[src/rtl/dft_arb_pkg.sv]
// dft_arb_pkg: shared states, error bit indices and legal LTE DFT sizes
package dft_arb_pkg;
  typedef enum logic [2:0] {S_IDLE, S_XFER, S_PAD, S_DROP, S_GAP} state_t;
  localparam int ERR_SHORT  = 0;
  localparam int ERR_LONG   = 1;
  localparam int ERR_SIZE   = 2;
  localparam int ERR_ORPHAN = 3;
  localparam int N_LTE = 34;
  localparam logic [11:0] LTE_SIZES [N_LTE] = '{
    12'd12,  12'd24,  12'd36,  12'd48,  12'd60,  12'd72,  12'd96,  12'd108,
    12'd120, 12'd144, 12'd180, 12'd192, 12'd216, 12'd240, 12'd288, 12'd300,
    12'd324, 12'd360, 12'd384, 12'd432, 12'd480, 12'd540, 12'd576, 12'd600,
    12'd648, 12'd720, 12'd768, 12'd864, 12'd900, 12'd960, 12'd972, 12'd1080,
    12'd1152, 12'd1200
  };
endpackage

[src/rtl/dft_size_check.sv]
// dft_size_check: flags whether a frame size is one of the legal LTE DFT sizes
module dft_size_check import dft_arb_pkg::*; #(
  parameter int PW = 12
) (
  input  logic [PW-1:0] dftpts_i,
  output logic          legal_o
);
  // linear match against the size table
  always_comb begin
    legal_o = 1'b0;
    for (int k = 0; k < N_LTE; k++) legal_o |= (32'(dftpts_i) == 32'(LTE_SIZES[k]));
  end
endmodule

[src/rtl/dft_frame_arbiter.sv]
// dft_frame_arbiter: frame-granular round-robin share of one DFT core; DFT_ARB_GAP_EN adds a post-frame idle gap
module dft_frame_arbiter import dft_arb_pkg::*; #(
  parameter int N_REQ   = 2,
  parameter int DW      = 18,
  parameter int PW      = 12,
  parameter int MIN_GAP = 4
) (
  input  logic               clk,
  input  logic               rst_n,
  input  logic [N_REQ-1:0]   req_valid,
  output logic [N_REQ-1:0]   req_ready,
  input  logic [N_REQ-1:0]   req_sop,
  input  logic [N_REQ-1:0]   req_eop,
  input  logic [N_REQ*DW-1:0] req_real,
  input  logic [N_REQ*DW-1:0] req_imag,
  input  logic [N_REQ*PW-1:0] req_dftpts,
  input  logic [N_REQ-1:0]   req_inverse,
  output logic               dft_valid,
  input  logic               dft_ready,
  output logic               dft_sop,
  output logic               dft_eop,
  output logic [DW-1:0]      dft_real,
  output logic [DW-1:0]      dft_imag,
  output logic [PW-1:0]      dft_dftpts,
  output logic               dft_inverse,
  output logic [1:0]         grant_id,
  output logic [3:0]         err
);
`ifdef DFT_ARB_GAP_EN
  localparam state_t END_ST = S_GAP;
`else
  localparam state_t END_ST = S_IDLE;
`endif
  state_t state_q, state_d;
  logic [1:0] rr_q, rr_d, grant_q, grant_d, pick;
  logic [PW-1:0] pts_q, pts_d, cnt_q, cnt_d, sel_pts;
  logic inv_q, inv_d, found, legal, last;
  logic [3:0] err_q, err_d;
  logic [N_REQ-1:0] cand;
  int gi;
  assign cand = req_valid & req_sop;
  assign gi = int'(grant_q);
  assign last = (cnt_q == pts_q - PW'(1));
  assign sel_pts = req_dftpts[int'(pick)*PW +: PW];
  assign grant_id = grant_q;
  assign dft_dftpts = pts_q;
  assign dft_inverse = inv_q;
  assign err = err_q;

  dft_size_check #(.PW(PW)) u_size (.dftpts_i(sel_pts), .legal_o(legal));

  // round-robin search for the first sop candidate at or after rr_ptr
  always_comb begin
    found = 1'b0;
    pick = '0;
    for (int k = 0; k < N_REQ; k++)
      if (!found && cand[(int'(rr_q) + k) % N_REQ]) begin
        found = 1'b1;
        pick = 2'((int'(rr_q) + k) % N_REQ);
      end
  end

  // next state, core-side mux and requester handshakes
  always_comb begin
    state_d = state_q;
    rr_d = rr_q;
    grant_d = grant_q;
    pts_d = pts_q;
    inv_d = inv_q;
    cnt_d = cnt_q;
    err_d = '0;
    req_ready = '0;
    dft_valid = 1'b0;
    dft_sop = 1'b0;
    dft_eop = 1'b0;
    dft_real = '0;
    dft_imag = '0;
    case (state_q)
      S_IDLE: begin
        req_ready = req_valid & ~req_sop;
        err_d[ERR_ORPHAN] = |req_ready;
        if (found) begin
          grant_d = pick;
          pts_d = sel_pts;
          inv_d = req_inverse[int'(pick)];
          cnt_d = '0;
          rr_d = (int'(pick) == N_REQ - 1) ? 2'd0 : pick + 2'd1;
          state_d = legal ? S_XFER : S_DROP;
          err_d[ERR_SIZE] = ~legal;
        end
      end
      S_XFER: begin
        dft_valid = req_valid[gi];
        req_ready[gi] = dft_ready;
        dft_sop = (cnt_q == '0);
        dft_eop = last;
        dft_real = req_real[gi*DW +: DW];
        dft_imag = req_imag[gi*DW +: DW];
        if (dft_valid && dft_ready) begin
          cnt_d = cnt_q + PW'(1);
          if (last) begin
            state_d = req_eop[gi] ? END_ST : S_DROP;
            err_d[ERR_LONG] = ~req_eop[gi];
            cnt_d = '0;
          end else if (req_eop[gi]) begin
            state_d = S_PAD;
            err_d[ERR_SHORT] = 1'b1;
          end
        end
      end
      S_PAD: begin
        dft_valid = 1'b1;
        dft_eop = last;
        if (dft_ready) begin
          cnt_d = last ? '0 : cnt_q + PW'(1);
          state_d = last ? END_ST : S_PAD;
        end
      end
      S_DROP: begin
        req_ready[gi] = 1'b1;
        if (req_valid[gi] && req_eop[gi]) begin
          state_d = END_ST;
          cnt_d = '0;
        end
      end
      S_GAP: begin
        cnt_d = cnt_q + PW'(1);
        state_d = (cnt_q == PW'(MIN_GAP - 1)) ? S_IDLE : S_GAP;
      end
      default: state_d = S_IDLE;
    endcase
    if (!rst_n) begin
      req_ready = '0;
      dft_valid = 1'b0;
      dft_sop = 1'b0;
      dft_eop = 1'b0;
    end
  end

  // state and latched frame registers
  always_ff @(posedge clk) begin
    if (!rst_n) begin
      state_q <= S_IDLE;
      rr_q <= '0;
      grant_q <= '0;
      pts_q <= '0;
      inv_q <= 1'b0;
      cnt_q <= '0;
      err_q <= '0;
    end else begin
      state_q <= state_d;
      rr_q <= rr_d;
      grant_q <= grant_d;
      pts_q <= pts_d;
      inv_q <= inv_d;
      cnt_q <= cnt_d;
      err_q <= err_d;
    end
  end
endmodule

[config.mk]
export PLATFORM = sky130hd
export DESIGN_NAME = dft_frame_arbiter
export DESIGN_NICKNAME = d
export VERILOG_FILES = /design/src/rtl/dft_arb_pkg.sv /design/src/rtl/dft_size_check.sv /design/src/rtl/dft_frame_arbiter.sv
export SDC_FILE = /design/constraint.sdc
export NUM_CORES = 1
export LEC_CHECK = 0
export BUFFER_PORTS_ARGS = -buffer_cell sky130_fd_sc_hd__clkbuf_2
export CORE_UTILIZATION = 30
export CTS_CLUSTER_DIAMETER = 40
export DETAILED_ROUTE_END_ITERATION = 7
export GPL_TIMING_DRIVEN = 0
export HOLD_SLACK_MARGIN = 0.12
export SLEW_MARGIN = 20
export SYNTH_ARGS = -nofsm -noshare
export SYNTH_HDL_FRONTEND = slang
export SYNTH_HIERARCHICAL = 1
export SYNTH_SLANG_ARGS = --single-unit
[constraint.sdc]
create_clock -name clk -period 5.9 [get_ports clk]
set_input_delay 0.295 -clock clk [delete_from_list [all_inputs] [get_ports clk]]
set_output_delay 0.295 -clock clk [all_outputs]
set_load 0.02 [all_outputs]
==> impl_summary.md <==
Outcome
The flow ran to the end, and the final reports show no timing, DRC or antenna violations.

Critical path
For this run, the slowest stage of the critical path takes 0.49 ns. The kind of capture point of the worst setup path is a flop. The count of buffer and inverter cells on the critical path is 2. The gate family responsible for the most delay along the worst path is simple AND/OR/NAND/NOR gates.

Traced cell by cell, the critical path runs through nor2_1 > nor2_1 > clkbuf_1 > mux2_2 > buf_4 > nor3_1 > nand3_1 > o221ai_1 > nand4_1 > nand4_1 > nor2_1 > a21oi_1 > o21ai_0 > mux2i_1 > nor2_1. The critical path data arrival time is 3.76 ns. The critical path runs through a total of 15 cells.

Of all nets on the critical path, the largest fanout is 10. The number of cells on the worst reg-to-reg path is 15. The worst setup path is of the flop to flop kind. STA puts the critical path data required time at 6.08 ns. The cell repeated most along the worst path is sky130_fd_sc_hd__nor2_1. The slowest stage of the critical path belongs to the cell sky130_fd_sc_hd__clkbuf_1. The startpoint type of the worst setup path is a flop.

STA
The actual transition at the worst max-transition pin is 0.717 ns. Hold is met by 0.338 ns. Clock skew on the completed layout was measured at 0.00844 ns. The count of endpoints failing hold in the final timing report came to 0. After layout, the worst setup slack is 2.32 ns.

The worst pin sits at a relative slew slack of 0.522. The max-slew violation total from the final report is 0. The shortest period the worst path allows is 3.58 ns. The final-report setup violation count is 0. The final worst-path cycle share is 0.607. The highest clock rate is 0.279 GHz. For the final routed database, the setup TNS stands at 0 ns. Setup repair after global routing left no endpoint under its margin.

Global routing
The number of antenna violations at the first check in global routing is 0. The most heavily used metal layer in global routing is met2. For this run, the total global-route usage over all layers was measured as 0.177. The met3 track utilization from global routing is 0.0272. In the global route stage, met2 resource usage came out at 0.293. The total grt overflow is 0. The via count of the first global-routing pass is 3406. The pin count of the biggest net entering global routing is 13. The met1 capacity usage during global routing is 0.240. The wire length of the first global-routing pass is 16500 microns.

Synth
For this run, the leading register cell type out of synthesis is sky130_fd_sc_hd__dfxtp_1. In the synthesized netlist, the cells that appear most often are sky130_fd_sc_hd__nor2_1, sky130_fd_sc_hd__mux2i_1, sky130_fd_sc_hd__dfxtp_1. The synthesized netlist occupies a cell area of 3330 sq um. The number of flip-flops and latches in the synthesized netlist is 34. The number of different library cells in the post-synthesis netlist is 66. The part of the Yosys area used for sequential elements is 0.204. The parity-gate share of the synthesized area counting xor and xnor cells is 0.0733. The share of the synthesized area in compound gates (AO/OA/AOI/OAI) is 0.127. Yosys mapped a number of flops with a built-in enable equal to 0. In the synthesized netlist, the number of instances is 425. A synthesized cell averages 7.83 sq um. The post-synthesis share of cell area spent on full adders, half adders and majority gates is 0.0113.

By area the synthesized netlist is led by sky130_fd_sc_hd__dfxtp_1, sky130_fd_sc_hd__mux2i_1, sky130_fd_sc_hd__nor2_1, sky130_fd_sc_hd__mux2_2, sky130_fd_sc_hd__xnor2_1. The dominant combinational cell family by area after synthesis is simple AND/OR/NAND/NOR gates. In the post-synthesis netlist, the cell with the most instances is sky130_fd_sc_hd__nor2_1. Of the post-synthesis cell area, the dominant cell type holds 0.204. The post-synthesis mux area share is 0.204. The async set or reset register ratio after synthesis is 0. Of the total synthesized cell area, the portion taken by AND, OR, NAND and NOR gates is 0.315. During synthesis, Yosys emitted a total of 6 warnings. The cell type contributing the most total cell area after synthesis is sky130_fd_sc_hd__dfxtp_1. The number of nets handed over by synthesis was 535.

Routing
The iteration-0 DRC count of the detailed router is 236. The wire length reported by the detailed router is 10300 microns. The post-detailed-route DRC marker count is 0.

The via count of the routed design is 3718. In this run the remaining antenna-violating nets after routing total 0. The first detailed-routing pass ran for 4 iterations. After detailed routing, the average wire length per cell comes to 14.0 microns.

Using the TritonRoute via totals, the vias-per-cell ratio works out to 5.04.

Floorplan
The floorplan step set the die width to 107 microns. The total die area is 11500 sq um. The count of pins on the block boundary is 167.

The region available for standard cell placement spans 10800 sq um. The initial core utilization is 0.307. Measured along the y axis, the die boundary spans 107 microns.

After floorplanning, the core was divided into 38 placement rows.

Cells and area
The final cell count without fillers is 738. Once layout is complete, the utilization of the core stands at 0.410. The net count reported at finish is 707. From synthesis to final layout, the design area changed by 33.5%.

After routing the design area is 4440 sq um. The number of antenna diodes in the final layout is 0. In the final layout, the share of cells above drive strength 1 is 0.356.

Flow run
Max-cap violations in this run came to 0.

CTS
The source-to-sink clock delay at the later pin of the worst-skew pair is 0.29 ns. Once the clock tree was built, the setup fixing pass inserted 0 buffers. In this run, post-CTS hold repair placed 0 buffers. The TritonCTS clock tree is done.

The quantity of gates resized following cts is 0. The clock root buffer master is sky130_fd_sc_hd__clkbuf_8. CTS built an H-tree with a depth of 2. The number of buffers created by CTS is 5. The clock transition at the registers of the reported paths is 0.08 ns. The TritonCTS sink count is 34. The buffer depth of the longest clock path is 2.

Worst hold path
The tightest min-delay check is of the input port to flop type. Counting instances, the worst hold path has a depth of 3.

Placed design
After detailed placement, the total cell area comes to 4330 sq um. The placed cell count is 730. The half-perimeter wire length of the detailed placement result is 8320 microns. Routability-driven placement finished with a final weighted congestion of 0.893. The pre-CTS worst setup slack is 2.23 ns. In this run the tool buffered the top-level ports with 165 buffer cells.

Power
Across the VDD grid, the largest voltage drop is 0.0881 mV. The post-route total power is 970 uW. Dividing total power by cell area gives a power density of 218 nW/um^2.

For this design the static power due to leakage is 1.95 nW.
final cells by class:
| type | instances | area, sq um |
|---|---|---|
| Clock inverter | 3 | 45.0 |
| Clock buffer | 5 | 68.8 |
| Inverter | 12 | 45.0 |
| Sequential cell | 34 | 681 |
| Multi-Input combinational cell | 347 | 2440 |
| Buffer | 32 | 168 |
| Timing Repair Buffer | 165 | 826 |
| Tap cell | 140 | 175 |
| Fill cell | 1128 | 6400 |
flip-flops by register name, summed over array words and instances (netlist names):
name	flops
state_q	3
err	4
grant_id	1
cnt_q	12
dft_dftpts	12
rr_q	1
dft_inverse	1
placed cells by master (no fill, tap or decap), types with 16 or more instances in the layout:
cell type,count
sky130_fd_sc_hd__clkbuf_1,19
sky130_fd_sc_hd__clkbuf_2,165
sky130_fd_sc_hd__mux2i_1,51
sky130_fd_sc_hd__nand2_1,19
sky130_fd_sc_hd__nand3_1,16
sky130_fd_sc_hd__dfxtp_1,34
sky130_fd_sc_hd__nor2_1,73
worst register-to-register path, delay by kind of cell, from the launching register on:
kind | cells | cell delay [ns]
buffers and inverters | 2 | 0.69
flip-flops | 1 | 0.34
AND/OR/NAND/NOR | 8 | 1.38
multiplexers | 2 | 0.60
AO/OA/AOI/OAI | 3 | 0.48
per-layer routing:
layer | share of wire | wire length, microns
met3 | 0.048 | 495
met1 | 0.47 | 4830
met2 | 0.47 | 4900
met4 | 0.010 | 106
met5 | 0 | 0
where the power goes:
part	internal, mW	switching [mW]
registers	0.249	0.0240
logic	0.197	0.280
clock network	0.126	0.0938
cell families after synthesis:
kind of cell | count (synthesis)
adders and majority gates | 3
DFF | 34
other | 1
xor gates and xnor gates | 27
muxes | 65
and+or+nand+nor | 192
AOI/OAI and AO/OA | 59
buffers and inverters | 44
worst paths after layout:
path / start / endpoint / slack [ns]
hold reg to reg: rr_q[0] / rr_q[0] / 0.51
setup / recovery: rr_q[0] / state_q[1] / 2.32
setup reg to reg: rr_q[0] / state_q[1] / 2.32
hold / removal: req_sop[1] / err[3] / 0.34
Note: power is estimated with default switching activity, not from simulation.
